**config.mk**
```make
export PLATFORM = sky130hd
export DESIGN_NAME = hwpe_ctrl_ucode_sched
export DESIGN_NICKNAME = d
export VERILOG_FILES = /design/src/rtl/hwpe_ctrl_ucode_sched.sv
export SDC_FILE = /design/constraint.sdc
export NUM_CORES = 1
export LEC_CHECK = 0
export BUFFER_PORTS_ARGS = -buffer_cell sky130_fd_sc_hd__buf_2
export CAP_MARGIN = 20
export CORE_MARGIN = 5
export CORE_UTILIZATION = 40
export CTS_BUF_LIST = sky130_fd_sc_hd__clkbuf_8
export DETAILED_ROUTE_END_ITERATION = 10
export PLACE_DENSITY = 0.78
export SYNTH_ARGS = -nofsm -noshare
export SYNTH_HDL_FRONTEND = slang
export SYNTH_SLANG_ARGS = --single-unit
```
**constraint.sdc**
```tcl
create_clock -name clk_i -period 6.1 [get_ports clk_i]
set_clock_uncertainty 0.2 [all_clocks]
set_input_delay 0.61 -clock clk_i [delete_from_list [all_inputs] [get_ports clk_i]]
set_output_delay 0.61 -clock clk_i [all_outputs]
set_load 0.01 [all_outputs]
```
**src/rtl/hwpe_ctrl_ucode_sched.sv**
```systemverilog
// Job scheduler for the HWPE microcode loop engine: steps the engine, buffers each
// flags-valid update in a one-entry slot and hands it to the streamer control.
module hwpe_ctrl_ucode_sched #(
    parameter int unsigned NB_REG    = 4,
    parameter int unsigned REG_WIDTH = 32,
    parameter int unsigned CNT_WIDTH = 16,
    parameter int unsigned TIMEOUT   = 1024
) (
    input  logic                        clk_i,
    input  logic                        rst_i,
    input  logic                        clear_i,
    input  logic                        start_i,
    input  logic [CNT_WIDTH-1:0]        nb_updates_i,
    output logic                        busy_o,
    output logic                        done_o,
    output logic                        err_o,
    output logic                        ucode_clear_o,
    output logic                        ucode_enable_o,
    input  logic                        ucode_valid_i,
    input  logic                        ucode_done_i,
    input  logic                        ucode_accum_i,
    input  logic [NB_REG*REG_WIDTH-1:0] ucode_offs_i,
    output logic                        upd_valid_o,
    input  logic                        upd_ready_i,
    output logic [NB_REG*REG_WIDTH-1:0] upd_offs_o,
    output logic                        upd_accum_o,
    output logic                        upd_last_o,
    output logic [CNT_WIDTH-1:0]        upd_count_o
);

    localparam int unsigned WD_W = (TIMEOUT > 2) ? $clog2(TIMEOUT) : 1;
    localparam logic [WD_W-1:0] WD_MAX = (TIMEOUT == 0) ? '0 : WD_W'(TIMEOUT - 1);

    typedef enum logic [2:0] {
        S_IDLE  = 3'd0,
        S_CLEAR = 3'd1,
        S_RUN   = 3'd2,
        S_OUT   = 3'd3,
        S_DONE  = 3'd4,
        S_ERR   = 3'd5
    } state_t;

    state_t               state_r;
    state_t               state_next_s;
    logic [CNT_WIDTH-1:0] limit_r;
    logic [CNT_WIDTH-1:0] count_inc_s;
    logic [WD_W-1:0]      wd_r;
    logic                 wd_expire_s;
    logic                 last_s;

    assign count_inc_s = upd_count_o + CNT_WIDTH'(1);
    assign last_s      = ucode_done_i | ((limit_r != '0) & (count_inc_s == limit_r));
    assign wd_expire_s = (TIMEOUT != 0) && (wd_r == WD_MAX);

    // State register; clear and reset override any pending transition.
    always_ff @(posedge clk_i) begin
        if (rst_i || clear_i) begin
            state_r <= S_IDLE;
        end else begin
            state_r <= state_next_s;
        end
    end

    // Next-state decode and control outputs.
    always_comb begin
        state_next_s   = state_r;
        busy_o         = 1'b1;
        done_o         = 1'b0;
        err_o          = 1'b0;
        ucode_clear_o  = clear_i;
        ucode_enable_o = 1'b0;
        upd_valid_o    = 1'b0;
        case (state_r)
            S_IDLE: begin
                busy_o = 1'b0;
                if (start_i) begin
                    state_next_s = S_CLEAR;
                end else begin
                    state_next_s = S_IDLE;
                end
            end
            S_CLEAR: begin
                ucode_clear_o = 1'b1;
                state_next_s  = S_RUN;
            end
            S_RUN: begin
                // The engine must not be stepped in the cycle its flags are consumed.
                ucode_enable_o = ~ucode_valid_i;
                if (ucode_valid_i) begin
                    state_next_s = S_OUT;
                end else if (wd_expire_s) begin
                    state_next_s = S_ERR;
                end else begin
                    state_next_s = S_RUN;
                end
            end
            S_OUT: begin
                upd_valid_o = 1'b1;
                if (upd_ready_i) begin
                    state_next_s = upd_last_o ? S_DONE : S_RUN;
                end else begin
                    state_next_s = S_OUT;
                end
            end
            S_DONE: begin
                done_o       = 1'b1;
                state_next_s = S_IDLE;
            end
            S_ERR: begin
                err_o         = 1'b1;
                ucode_clear_o = 1'b1;
                state_next_s  = S_ERR;
            end
            default: begin
                busy_o       = 1'b0;
                state_next_s = S_IDLE;
            end
        endcase
    end

    // Job limit, update counter, watchdog and the one-entry output buffer.
    always_ff @(posedge clk_i) begin
        if (rst_i || clear_i) begin
            limit_r     <= '0;
            upd_count_o <= '0;
            wd_r        <= '0;
            upd_offs_o  <= '0;
            upd_accum_o <= 1'b0;
            upd_last_o  <= 1'b0;
        end else begin
            case (state_r)
                S_IDLE: begin
                    if (start_i) begin
                        limit_r     <= nb_updates_i;
                        upd_count_o <= '0;
                    end
                end
                S_CLEAR: wd_r <= '0;
                S_RUN: begin
                    if (ucode_valid_i) begin
                        upd_offs_o  <= ucode_offs_i;
                        upd_accum_o <= ucode_accum_i;
                        upd_last_o  <= last_s;
                    end else begin
                        wd_r <= wd_r + WD_W'(1);
                    end
                end
                S_OUT: begin
                    if (upd_ready_i) begin
                        upd_count_o <= count_inc_s;
                        wd_r        <= '0;
                    end
                end
                default: ;
            endcase
        end
    end

endmodule

```
==> flow_metrics.tcl <==
set metrics [dict create \
    hp-class "in -> reg" \
    yosys-top-cells-area "dfxtp_1 (50%), nand2_1 (17%), a21oi_1 (12%)" \
    start_util_pct 40.7 \
    cp-end-kind "flop" \
    critical_path_class "reg -> reg" \
    cts_max_level 4 \
    dpl_cell_area_sq_mm 0.00861 \
    ff_latch_area_sq_mm 0.00350 \
    remaining_drc_errors 0 \
    portBuffers 303 \
    p_per_area_mw_per_mm2 230 \
    synth_ff_type "dfxtp_1" \
    synth_edf_count 0 \
    worstReg2RegEnd "upd_offs_o[98]" \
    syn_area_sq_mm 0.00701 \
    ys_top_cells_by_count "nand2_1 (316), dfxtp_1 (175), a21oi_1 (170), clkbuf_1 (37), nor2_1 (33)" \
    finalCritPeriodShare_pct 47.8 \
    vdd_drop_max_v 0.000134 \
    grt_pass1_vias 6420 \
    area_delta_synth_final_pct 28.3 \
    synth_most_common_cell "nand2_1" \
    firstDrtPassIters 4 \
    yosysTopAreaCellShare_pct 49.9 \
    grt_max_degree 94 \
    ys_types 51 \
    place_inst 1373 \
    syn-num-nets 1054 \
    min-delay-start "ucode_offs_i[116]" \
    pin_count 304 \
    start_kind "flop" \
    path_clk_slew_ns 0.10 \
    total_power_mw 2.07 \
    cts.hold.buffers_added 0 \
    clock_path_buffers 2 \
    final_util_pct 52.2 \
    tightestPinTransition_ns 0.973 \
    multiInputGateArea_sq_mm 0.00325 \
    root_buffer "clkbuf_8" \
    clock_sinks 175 \
    crit_path_max_fanout 68 \
    reg2reg_setup_slack_ns 3.19 \
    postRouteWirelength_mm 20.4 \
    reg2reg_depth 5 \
    antenna_cells 0 \
    wire_per_inst_um 14.5 \
    cts_buffers 17 \
    period_needed_ns 2.91 \
    setup_violations 0 \
    synth.largest_area_cell "dfxtp_1" \
    hold_end "upd_offs_o[116]" \
    rows 48 \
    fmax_mhz 343 \
    dpl_worst_slack_ns 3.20 \
    die-width_um 142 \
    synthArstFlopShare_pct 0 \
    post_cts_buffers 0 \
    dr_total_vias 6886 \
    layout-drive-gt1-share_pct 30.0 \
    relSlewSlack_pct 35.1 \
    routabilityCongestion 0.847 \
    viasPerCell 4.90 \
    core_area_sq_mm 0.0172 \
    finalMaxSlewViolations 0 \
    fin_ws_ns 3.19 \
    ys_seq_area_share_pct 49.9 \
    cts_resized 0 \
    grt_first_pass_wirelength_mm 32.2 \
    cts_tree "done" \
    fin_hold_ws_ns 0.179 \
    crit_path_start "state_r[1]" \
    ant_nets 0 \
    worst_ep_arrival_time_ns 3.09 \
    fillCellCount 1663 \
    syn_inst 899 \
    dp_hpwl_mm 14.6 \
    hold_viol_final 0 \
    worst_hold_path.num_cells 3 \
    overflow 0 \
    maxCapViolCount 0 \
    status "completed" \
    die_y_um 142 \
    syn_avg_cell_area_sq_um 7.80 \
    first_iter_violations 487 \
    antenna_found_initial 1 \
    rsz0062_at_grt "false" \
    required_ns 6.28 \
    fin_area_sq_mm 0.00900 \
    dieArea_sq_mm 0.0203 \
    p_leak_nw 3.80 \
    final_cells 1405 \
    synth_seq_cells 175 \
    r2r-start "state_r[1]" \
    clk_latency_ns 0.45 \
    synth_warnings 0 \
    finalSetupTns_ns 0 \
    grtUsageTotal_pct 19.4 \
    nets 1322 \
]
## power breakdown
group	switching [mW]	internal, mW
registers	0.00716	1.15
clock network	0.459	0.337
logic	0.0672	0.0543
## final cells by class
| cell class | count | share of cell area [%] |
|---|---|---|
| repair buffers | 308 | 17.3 |
| flip-flops and latches | 175 | 38.9 |
| well taps | 225 | 3.13 |
| multi-input cells | 659 | 36.1 |
| inverters | 6 | 0.250 |
| clock buffers | 17 | 2.60 |
| clock inverters | 15 | 1.67 |
## worst max-delay path by stage
stage	to	slack (ns)	cells after the start
floorplan	upd_last_o	3.74	7
CTS	upd_offs_o[98]	3.16	5
global route	upd_offs_o[98]	2.88	5
global placement	upd_offs_o[98]	3.20	5
detailed placement	upd_offs_o[98]	3.20	5
finish	upd_offs_o[98]	3.19	5
## critical path: stages (launching register included)
cell and delay [ns]:
dfxtp_1 0.53, nor3b_2 0.41, and2_4 0.68, buf_4 0.65, nand2_1 0.18, a21oi_1 0.15
## kinds of logic after synthesis
family,synth area share [%]
AOI/OAI and AO/OA,14.8
xor gates and xnor gates,4.12
adders and majority gates,0.535
buffers and inverters,3.87
DFF,49.9
muxes,0.143
and+or+nand+nor,26.6
## cell usage in the layout, fill, tap and decap left out, types with 3 or more instances in the layout
| master | count |
|---|---|
| inv_1 | 7 |
| xor2_1 | 13 |
| and3_1 | 5 |
| nor3_1 | 12 |
| and2_1 | 4 |
| o21ai_0 | 15 |
| clkinvlp_4 | 4 |
| buf_2 | 303 |
| nand2b_1 | 3 |
| nand4_1 | 9 |
| buf_4 | 5 |
| clkbuf_8 | 17 |
| nand2_1 | 315 |
| xnor2_1 | 20 |
| dfxtp_1 | 175 |
| ha_1 | 3 |
| nor4_1 | 6 |
| nor2_1 | 33 |
| a21oi_1 | 170 |
| nand3_1 | 8 |
| inv_8 | 3 |
| inv_6 | 5 |
## sequential cells by signal (all words and copies together) (netlist names)
name         cells
upd_accum_o      1
wd_r            10
upd_offs_o     128
upd_count_o     16
upd_last_o       1
state_r          3
limit_r         16
## routing by layer
metal / vias up / track usage, % / wire [um]
li1: 3519 / - / -
met1: 3029 / 24.2 / 8270
met2: 297 / 31.2 / 9680
met3: 41 / 6.32 / 1990
met4: 0 / 7.65 / 470
met5: - / 0 / 0
Power figures use the tool's default switching activity.
